**config.mk**
```make
export PLATFORM = sky130hd
export DESIGN_NAME = bus_hold_arbiter
export DESIGN_NICKNAME = d
export VERILOG_FILES = /design/src/rtl/bus_hold_arbiter.sv
export SDC_FILE = /design/constraint.sdc
export NUM_CORES = 1
export LEC_CHECK = 0
export ABC_AREA = 1
export CAP_MARGIN = 20
export CELL_PAD_IN_SITES_DETAIL_PLACEMENT = 0
export CELL_PAD_IN_SITES_GLOBAL_PLACEMENT = 1
export CORE_ASPECT_RATIO = 0.6
export CORE_UTILIZATION = 35
export CTS_CLUSTER_DIAMETER = 50
export DETAILED_ROUTE_END_ITERATION = 16
export GPL_ROUTABILITY_DRIVEN = 0
export GPL_TIMING_DRIVEN = 0
export PLACE_DENSITY = 0.73
export REMOVE_ABC_BUFFERS = 1
export SLEW_MARGIN = 20
export SYNTH_ARGS = -nofsm -noshare
export SYNTH_HDL_FRONTEND = slang
export SYNTH_SLANG_ARGS = --single-unit
```
**constraint.sdc**
```tcl
create_clock -name CLK -period 2 [get_ports CLK]
set_clock_uncertainty 0.1 [all_clocks]
set_input_delay 0.6 -clock CLK [delete_from_list [all_inputs] [get_ports CLK]]
set_output_delay 0.6 -clock CLK [all_outputs]
set_load 0.005 [all_outputs]
```
**src/rtl/bus_hold_arbiter.sv**
```systemverilog
// ----------------------------------------------------------------------------
// bus_hold_arbiter
//
// Shares the 8088 local bus between the CPU and up to NREQ bus masters. The
// CPU is asked to float the bus through its HOLD/HLDA handshake. Once the CPU
// has let go (plus an optional turnaround), exactly one requester is granted,
// picked round-robin. Each grant is limited to MAX_TENURE cycles. After every
// grant the bus goes back to the CPU for at least CPU_GAP cycles, so a busy
// requester can never starve the processor.
//
// Parameters
//   NREQ        number of requesters (2..8)
//   MAX_TENURE  maximum number of GNT-high cycles per grant (>=2)
//   GUARD       turnaround cycles between HLDA seen high and GNT (0..7)
//   CPU_GAP     minimum HOLD-low cycles after HLDA is seen low (>=1)
//
// Ports
//   CLK        in   system clock, everything changes on posedge
//   RESET_N    in   asynchronous active-low reset
//   REQ        in   per-requester level request, held until the master is done
//   HLDA       in   hold acknowledge from the CPU
//   HOLD       out  hold request to the CPU
//   GNT        out  one-hot grant, at most one bit set
//   OWNER      out  index of the current or most recent winner
//   BUS_OWNED  out  high exactly when a GNT bit is high
//   PREEMPT    out  one-cycle pulse when a grant is cut off by the tenure limit
//   ERR        out  sticky flag, CPU dropped HLDA while a grant was active
//
// Every output is a flop. Reset clears them asynchronously, so a reset that
// arrives during a grant releases the bus at once.
// ----------------------------------------------------------------------------
module bus_hold_arbiter #(
    parameter int NREQ       = 4,
    parameter int MAX_TENURE = 64,
    parameter int GUARD      = 1,
    parameter int CPU_GAP    = 4
) (
    input  logic                    CLK,
    input  logic                    RESET_N,
    input  logic [NREQ-1:0]         REQ,
    input  logic                    HLDA,
    output logic                    HOLD,
    output logic [NREQ-1:0]         GNT,
    output logic [$clog2(NREQ)-1:0] OWNER,
    output logic                    BUS_OWNED,
    output logic                    PREEMPT,
    output logic                    ERR
);

    localparam int PTR_W = $clog2(NREQ);
    localparam int TEN_W = $clog2(MAX_TENURE + 1);
    localparam int GAP_W = $clog2(CPU_GAP + 1);

    // Terminal counts. Each counter starts at zero on the edge that enters its
    // state, so the state is left on the edge where the count equals N-1.
    localparam int                GUARD_LAST_I = (GUARD > 0) ? GUARD - 1 : 0;
    localparam logic [2:0]        GUARD_LAST   = 3'(GUARD_LAST_I);
    localparam logic [TEN_W-1:0]  TENURE_LAST  = TEN_W'(MAX_TENURE - 1);
    localparam logic [GAP_W-1:0]  GAP_LAST     = GAP_W'(CPU_GAP - 1);
    localparam logic [PTR_W-1:0]  PTR_LAST     = PTR_W'(NREQ - 1);
    localparam logic [NREQ-1:0]   GNT_ONE      = NREQ'(1);

    typedef enum logic [2:0] {
        ST_IDLE,
        ST_HOLD_REQ,
        ST_GUARD,
        ST_GRANT,
        ST_RELEASE,
        ST_GAP
    } ArbState;

    ArbState           state;
    ArbState           stateNext;

    logic [PTR_W-1:0]  rrPtr;
    logic [2:0]        guardCnt;
    logic [TEN_W-1:0]  tenureCnt;
    logic [GAP_W-1:0]  gapCnt;

    logic              winnerFound;
    logic [PTR_W-1:0]  winnerIdx;
    logic [PTR_W-1:0]  candIdx;

    logic              grantNow;
    logic              preemptNow;
    logic              violationNow;
    logic              leaveGrant;

    logic              holdNext;
    logic [NREQ-1:0]   gntNext;
    logic [PTR_W-1:0]  ownerNext;
    logic              busOwnedNext;
    logic              preemptNext;
    logic              errNext;

    // Round-robin pick: walk upward from the pointer with wrap-around and take
    // the first requester that is asking right now. The result is only used
    // on the edge that actually issues a grant.
    always_comb begin
        winnerFound = 1'b0;
        winnerIdx   = '0;
        candIdx     = '0;
        for (int i = 0; i < NREQ; i++) begin
            candIdx = PTR_W'((int'(rrPtr) + i) % NREQ);
            if (!winnerFound && REQ[candIdx]) begin
                winnerFound = 1'b1;
                winnerIdx   = candIdx;
            end
        end
    end

    // State register. The only job of this process is to move the FSM; the
    // counters and outputs have their own flops further down.
    always_ff @(posedge CLK or negedge RESET_N) begin
        if (!RESET_N) begin
            state <= ST_IDLE;
        end else begin
            state <= stateNext;
        end
    end

    // Next-state logic. It also raises one-cycle event flags (grant issued,
    // tenure preemption, HLDA violation, grant ended) for the output logic.
    // Inside GRANT, a lost HLDA wins over everything else because the CPU may
    // already be driving the bus. A requester that lets go on the very edge
    // the tenure runs out counts as a normal release, not a preemption.
    always_comb begin
        stateNext    = state;
        grantNow     = 1'b0;
        preemptNow   = 1'b0;
        violationNow = 1'b0;
        leaveGrant   = 1'b0;
        case (state)
            ST_IDLE: begin
                if (|REQ) begin
                    stateNext = ST_HOLD_REQ;
                end
            end
            ST_HOLD_REQ: begin
                if (HLDA) begin
                    if (GUARD == 0) begin
                        if (winnerFound) begin
                            stateNext = ST_GRANT;
                            grantNow  = 1'b1;
                        end else begin
                            stateNext = ST_RELEASE;
                        end
                    end else begin
                        stateNext = ST_GUARD;
                    end
                end
            end
            ST_GUARD: begin
                if (!HLDA) begin
                    stateNext = ST_GAP;
                end else if (guardCnt == GUARD_LAST) begin
                    if (winnerFound) begin
                        stateNext = ST_GRANT;
                        grantNow  = 1'b1;
                    end else begin
                        stateNext = ST_RELEASE;
                    end
                end
            end
            ST_GRANT: begin
                if (!HLDA) begin
                    stateNext    = ST_GAP;
                    violationNow = 1'b1;
                    leaveGrant   = 1'b1;
                end else if (!REQ[OWNER]) begin
                    stateNext  = ST_RELEASE;
                    leaveGrant = 1'b1;
                end else if (tenureCnt == TENURE_LAST) begin
                    stateNext  = ST_RELEASE;
                    preemptNow = 1'b1;
                    leaveGrant = 1'b1;
                end
            end
            ST_RELEASE: begin
                if (!HLDA) begin
                    stateNext = ST_GAP;
                end
            end
            ST_GAP: begin
                if (gapCnt == GAP_LAST) begin
                    stateNext = ST_IDLE;
                end
            end
            default: begin
                stateNext = ST_IDLE;
            end
        endcase
    end

    // Output logic. It computes the value every registered output takes after
    // the coming edge. HOLD follows the destination state. GNT is loaded only
    // when a grant is issued and is kept while the FSM stays in GRANT.
    always_comb begin
        holdNext     = (stateNext == ST_HOLD_REQ) ||
                       (stateNext == ST_GUARD)    ||
                       (stateNext == ST_GRANT);
        gntNext      = '0;
        ownerNext    = OWNER;
        busOwnedNext = (stateNext == ST_GRANT);
        preemptNext  = preemptNow;
        errNext      = ERR | violationNow;
        if (grantNow) begin
            gntNext   = GNT_ONE << winnerIdx;
            ownerNext = winnerIdx;
        end else if (stateNext == ST_GRANT) begin
            gntNext = GNT;
        end
    end

    // Cycle counters for turnaround, tenure and CPU gap. Each one runs only
    // while its state is held, so it is cleared on entry by construction.
    // The round-robin pointer moves past the winner whenever a grant ends,
    // whatever the reason, which keeps the rotation fair.
    always_ff @(posedge CLK or negedge RESET_N) begin
        if (!RESET_N) begin
            guardCnt  <= '0;
            tenureCnt <= '0;
            gapCnt    <= '0;
            rrPtr     <= '0;
        end else begin
            guardCnt  <= (state == ST_GUARD && stateNext == ST_GUARD)
                         ? guardCnt + 3'd1 : 3'd0;
            tenureCnt <= (state == ST_GRANT && stateNext == ST_GRANT)
                         ? tenureCnt + 1'b1 : '0;
            gapCnt    <= (state == ST_GAP && stateNext == ST_GAP)
                         ? gapCnt + 1'b1 : '0;
            if (leaveGrant) begin
                rrPtr <= (OWNER == PTR_LAST) ? '0 : OWNER + 1'b1;
            end
        end
    end

    // Output flops. The asynchronous clear drops HOLD and GNT as soon as
    // RESET_N falls, without waiting for a clock.
    always_ff @(posedge CLK or negedge RESET_N) begin
        if (!RESET_N) begin
            HOLD      <= 1'b0;
            GNT       <= '0;
            OWNER     <= '0;
            BUS_OWNED <= 1'b0;
            PREEMPT   <= 1'b0;
            ERR       <= 1'b0;
        end else begin
            HOLD      <= holdNext;
            GNT       <= gntNext;
            OWNER     <= ownerNext;
            BUS_OWNED <= busOwnedNext;
            PREEMPT   <= preemptNext;
            ERR       <= errNext;
        end
    end

    // Structural guarantees: the grant is never shared between two masters,
    // and BUS_OWNED always agrees with the grant vector.
    assert property (@(posedge CLK) disable iff (!RESET_N) $onehot0(GNT));
    assert property (@(posedge CLK) disable iff (!RESET_N) BUS_OWNED == (|GNT));

endmodule

```
==> impl_results.md, run 1 <==
* Num CTS Buffers at 3
* Global route overflow at 0
* Net Sw Frac at 0.449
* Crit path time final at about 1.9 ns
* Hold Crit Class: in2async
* Worst setup path category: reg2out
* Worst ir drop on vdd at approximately 0.46 mV
* Register area at around 700 um^2
* Detailed Route Iter0 Violations at 71
* Most frequent cells in the layout: 63 x nand2_1, 26 x dfrtp_1, 24 x inv_1, 21 x nor2_1, 14 x nand3_1
* Crit path DAT at approximately 1.2 ns
* Crit path max-delay family: buffers and inverters
* Clock transition at path regs at 0.09 ns
* Ports at 17
* Core ar. at 4610 um^2
* Logic pwr share at 0.509
* Sequential share of power at 0.360
* Count of cell types in the netlist at 28
* FMAX at 523 MHz
* Starting Density at 0.366
* First-pass GRT wire length at 5640 um
* Vias in the first global route at 1,161
* Final TNS setup at 0 ns
* CP cell instances: clkdlybuf4s50_1
* H-tree depth at 1
* EDFF count, synth at 0
* Sw Pwr at ~1.0 mW
* Die ar. at slightly above 5000 um^2
* Main combinational cell family by area after synthesis: simple AND/OR/NAND/NOR gates
* Mean Syn Cell Area at about 8 um^2
* Gate Count Post-Synth at around 210
* R2R depth at 11
* Worst-margin pin slew at ~0.63 ns
* Layout Utilization at 0.433
* Die Wd at between 90 and 100 um
* Post-synthesis mux area share at 0
* Commonest non-fill, non-tap cell in the layout: nand2_1
* Fillers at between 400 and 500
* CTS tree: done
* P&R area growth vs syn at 18.3%
* Max Slew Vio Count at 0
* Clock power share at 0.131
* DP Wirelength at between 2000 and 3000 um
* Synth top area share at 0.415
* Slowest cell delay on critical path at about 0.52 ns
* Cell area after synthesis at ~1700 um^2
* Ys Warns at 0
* Crit Path Max Fanout at 6
* Sequential fraction of the synthesis area at 0.415
* Largest net degree at the start of global routing at 29
* Critical path capture point type: output pin
* Share of cells above drive strength 1 at 0.200
* Leak at ~1.1 nW
* Overall routing resource usage at 0.143
* # rows at 19
* Area leader, netlist: dfrtp_1
* Antenna violations before repair at 0
* Post-synth ARST share at 1.00
* Synthesized flop and latch total at 28
* WP depth at 1
* Port Buffer Count at 16
* DRT antenna net count at 0
* Outcome: complete, no violations
* Setup crit start kind: flop
* Post-synth top flop: dfrtp_1
* Diodes inserted at 0
* Largest cells by area after synthesis: dfrtp_1 41%, nand2_1 14%, inv_1 5.8%, nor2_1 4.7%, ha_1 4.4%
* Clock tree buffer depth at 2
* Drt first pass iters at 4
* Pint at ~1.3 mW
* Clock sink total at 28
* Simple-Gate Fraction of Synth Area at 0.400
* Number of buffers and inverters on the critical path at 1
* Post-Synth Adder-Cell Area at 0.0444
* Area of the multi-input gates at around 850 um^2
* Via count at 1,305
* Post-Route WL at roughly 3300 um
* WP data required at 1.30 ns
* Fin crit share at 0.956
* Compound-cell area share of the yosys netlist at 0.0400
* Vias per cell at around 4.4
* Max-Cap Viols at 0
* Clock Latency Late Sink at ~0.27 ns
* Nets at 250
* Relative slew slack at 0.577
* Final Hold Vio Count at 0
* Per-cell routed wire length at ~11 um
* # setup viols final at 0
* DRC Markers at 0
* Critical path's slowest cell: clkdlybuf4s50_1
* Root Driver: clkbuf_8
* Die Y at 55.8 um
* PD cells at 1140 nW/um^2
* Synth Area in XOR/XNOR at 0.0156
-- Yosys cell counts, types with 2 or more instances --
master	instances
nor2_1	21
nor3_1	4
a21oi_1	2
o21bai_2	2
nor2_4	2
nand2_4	3
nand4_1	4
inv_1	26
nand3b_4	2
nand2_2	6
o21ai_0	3
nor2_2	2
xnor2_1	2
nand3_2	5
nand3_1	15
dfrtp_1	28
ha_1	6
nand2_1	64
inv_2	7
-- power groups by stage --
| stage | clock network, mW | logic [mW] | registers [mW] |
|---|---|---|---|
| 6_report | 0.299 | 1.16 | 0.819 |
| 5_1_grt | 0.338 | 1.30 | 0.842 |
| 4_1_cts | 0.318 | 1.11 | 0.824 |
| 3_5_place_dp | 0 | 1.11 | 0.833 |
| 3_3_place_gp | 0 | 1.11 | 0.833 |
| 2_1_floorplan | 0 | 0.829 | 0.802 |
-- registers in the layout (all words and copies together), names as in the netlist --
register	count
guardCnt	3
gapCnt	3
tenureCnt	7
rrPtr	2
OWNER	2
state	3
HOLD	1
ERR	1
GNT	4
PREEMPT	1
BUS_OWNED	1
-- path summary, 6_finish.rpt --
check                      startpoint         to  slack [ns]
setup / recovery             OWNER[0]   OWNER[0]        0.09
hold / removal                RESET_N  BUS_OWNED        0.24
setup reg to reg             rrPtr[0]     GNT[0]        0.19
hold reg to reg             gapCnt[0]  gapCnt[0]        0.35
max in group asynchronous     RESET_N   OWNER[0]        1.11
min in group CLK            gapCnt[0]  gapCnt[0]        0.35
-- what timing repair did --
item                                    in CTS  in global routing
setup buffers                                0                  4
pin swaps                                    0                  1
endpoints found under the setup margin       1                 10
resized for setup                            1                  7
hold buffers                                 0                  0
-- stage by stage --
stage | cell area, um^2 | instances | hold slack (ns) | setup WS, ns | power, mW
final | 2000 | 298 | 0.244 | 0.0872 | 2.27
after global routing | 2000 | 298 | 0.295 | -0.0104 | 2.48
after CTS | 1950 | 294 | 0.267 | 0.0308 | 2.25
after detailed placement | 1910 | 291 | 0.327 | -0.227 | 1.94
after global placement | 1920 | 291 | 0.327 | -0.253 | 1.94
after floorplan | 1680 | 212 | 0.204 | 0.393 | 1.63
-- area by class of cell --
cell class                      instances  area share
Clock buffer                            3      0.0207
Inverter                               34      0.0664
Multi-Input combinational cell        150       0.426
Sequential cell                        28       0.352
Tap cell                               63      0.0394
Timing Repair Buffer                   20      0.0952
-- kinds of logic (layout without fill, tap and decap cells) --
logic type / count (synthesis) / after routing
AND/OR/NAND/NOR: 131 / 131
AO/OA/AOI/OAI: 10 / 10
adder cells (fa/ha/maj): 6 / 6
XOR/XNOR: 3 / 3
flip-flops: 28 / 28
buffers and inverters: 35 / 57
-- metal layers --
metal	vias to the layer above	share of wire	GRT usage
met5	-	0	0
met1	570	0.60	0.240
met2	20	0.35	0.178
met3	2	0.043	0.0410
met4	0	0.0030	0.0136
li1	713	-	-
Power figures use the tool's default switching activity.
==> inputs of run 2 (changes only) <==
--- a/config.mk
+++ b/config.mk
@@ -10,8 +10,9 @@
 export CELL_PAD_IN_SITES_DETAIL_PLACEMENT = 0
 export CELL_PAD_IN_SITES_GLOBAL_PLACEMENT = 1
 export CORE_ASPECT_RATIO = 0.6
+export CORE_MARGIN = 3
 export CORE_UTILIZATION = 35
-export CTS_CLUSTER_DIAMETER = 50
+export CTS_CLUSTER_DIAMETER = 200
 export DETAILED_ROUTE_END_ITERATION = 16
 export GPL_ROUTABILITY_DRIVEN = 0
 export GPL_TIMING_DRIVEN = 0
==> impl_results.md, run 2 (synthesis results as in run 1) <==
* Final cell count without fillers at 296
* Pint at ~1.3 mW
* WP data required at 1.30 ns
* CP cell instances: clkdlybuf4s50_1
* Sequential share of power at 0.353
* Commonest non-fill, non-tap cell in the layout: nand2_1
* Critical path's slowest cell: clkdlybuf4s50_1
* Vias in the first global route at 1,095
* Hold Buf Count CTS at 0
* Number of buffers and inverters on the critical path at 1
* Die Wd at 95.7 um
* Largest Register: tenureCnt
* Ports at 17
* Via count at around 1,300
* First-pass GRT wire length at about 5600 um
* Pre-CTS setup slack at -0.239 ns
* Largest net degree at the start of global routing at 29
* Hold Crit Class: in2async
* Post-Route WL at 3300 um
* Max Slew Vio Count at 0
* PD cells at 1160 nW/um^2
* Critical path capture point type: output pin
* Root Driver: clkbuf_8
* DRT antenna net count at 0
* Per-cell routed wire length at roughly 11 um
* Antenna violations before repair at 0
* Port Buffer Count at 16
* Clock power share at 0.151
* Setup WS post-layout at ~0.091 ns
* Post-route cell area at 2010 um^2
* Max FFs per register at 7
* Outcome: complete, no violations
* Worst-margin pin slew at ~0.62 ns
* Detailed Route Iter0 Violations at 48
* Crit path time final at between 1.5 and 2 ns
* Die ar. at around 5700 um^2
* Drt first pass iters at 4
* Net Sw Frac at 0.447
* Core ar. at around 4400 um^2
* Vias per cell at roughly 4.4
* Crit path DAT at 1.21 ns
* P&R area growth vs syn at 19.0%
* Max-Cap Viols at 0
* Clock sink total at 28
* Sw Pwr at 1.04 mW
* Global route overflow at 0
* Nets at between 200 and 300
* Total Power at around 2.3 mW
* Final TNS setup at 0 ns
* # setup viols final at 0
* # rows at 18
* Clock tree buffer depth at 2
* FMAX at around 520 MHz
* Critical Path Start: OWNER[0]
* Crit Path Max Fanout at 5
* Fin crit share at 0.955
* Overall routing resource usage at 0.126
* Fillers at about 450
* Diodes inserted at 0
* Worst ir drop on vdd at about 0.51 mV
* Share of cells above drive strength 1 at 0.208
* Clock transition at path regs at 0.10 ns
* RSZ-0062 raised after global routing: false
* Final Hold Vio Count at 0
* Die Y at 59.8 um
* DRC Markers at 0
* Area after DPL at 1910 um^2
* Placed Cells at roughly 290
* Num CTS Buffers at 3
* Worst setup path category: reg2out
* DP Wirelength at around 2600 um
* Top Registers: tenureCnt (7), GNT (4)
* Clock Latency Late Sink at 0.27 ns
* Starting Density at 0.387
* Relative slew slack at 0.587
* Crit path max-delay family: buffers and inverters
* CTS tree: done
* Leak at roughly 1.1 nW
* Logic pwr share at 0.496
* Most frequent cells in the layout: 62 x nand2_1, 26 x dfrtp_1, 25 x inv_1, 19 x nor2_1, 15 x nand3_1
* Setup crit start kind: flop
* Slowest cell delay on critical path at between 0.5 and 0.6 ns
* Reg2reg start: rrPtr[0]
* H-tree depth at 1
run 2: cell types whose count changed in the layout (fill, tap and decap cells not counted), sizes merged:
cell,previous run,this run
clkbuf,3,4
run 2: worst paths after layout:
path	endpoint	cells after the start	slack [ns]
max in group asynchronous	OWNER[1]	1	1.13
max	OWNER[0]	1	0.09
min	GNT[2]	1	0.23
max reg2reg	GNT[0]	11	0.18
min reg2reg	gapCnt[0]	1	0.34
min in group CLK	gapCnt[0]	1	0.34
run 2: metrics by stage:
stage          utilization  hold slack, ns
3_3_place_gp         0.438           0.330
3_5_place_dp         0.437           0.325
4_1_cts              0.450           0.258
5_1_grt              0.460           0.268
2_1_floorplan            -           0.204
6_report             0.460           0.226
run 2: timing repair:
item / in CTS / in global routing
gates resized for setup: 1 / 8
buffers inserted: 0 / 4
endpoints found under the setup margin: 1 / 9
pin swaps: 0 / 1
gates cloned: 0 / 0
run 2: per-layer routing:
metal,vias to the layer above,track usage,wire [um]
li1,713,-,-
met1,580,0.218,2000
met2,15,0.148,1160
met3,2,0.0314,129
met4,0,0.0182,7
met5,-,0,0
run 2: area by class of cell:
class	instances	area, um^2	share of cell area
sequential	28	703	0.350
tap	60	75.1	0.0373
inverter	34	133	0.0660
multi-input combinational	150	855	0.425
clock buffer	4	55.1	0.0274
timing repair buffer	20	190	0.0946
run 2: power by group through the flow:
stage	clock network, mW	logic [mW]	registers, mW
6_report	0.351	1.15	0.821
5_1_grt	0.391	1.31	0.842
3_5_place_dp	0	1.11	0.833
2_1_floorplan	0	0.829	0.802
4_1_cts	0.368	1.11	0.826
3_3_place_gp	0	1.13	0.839
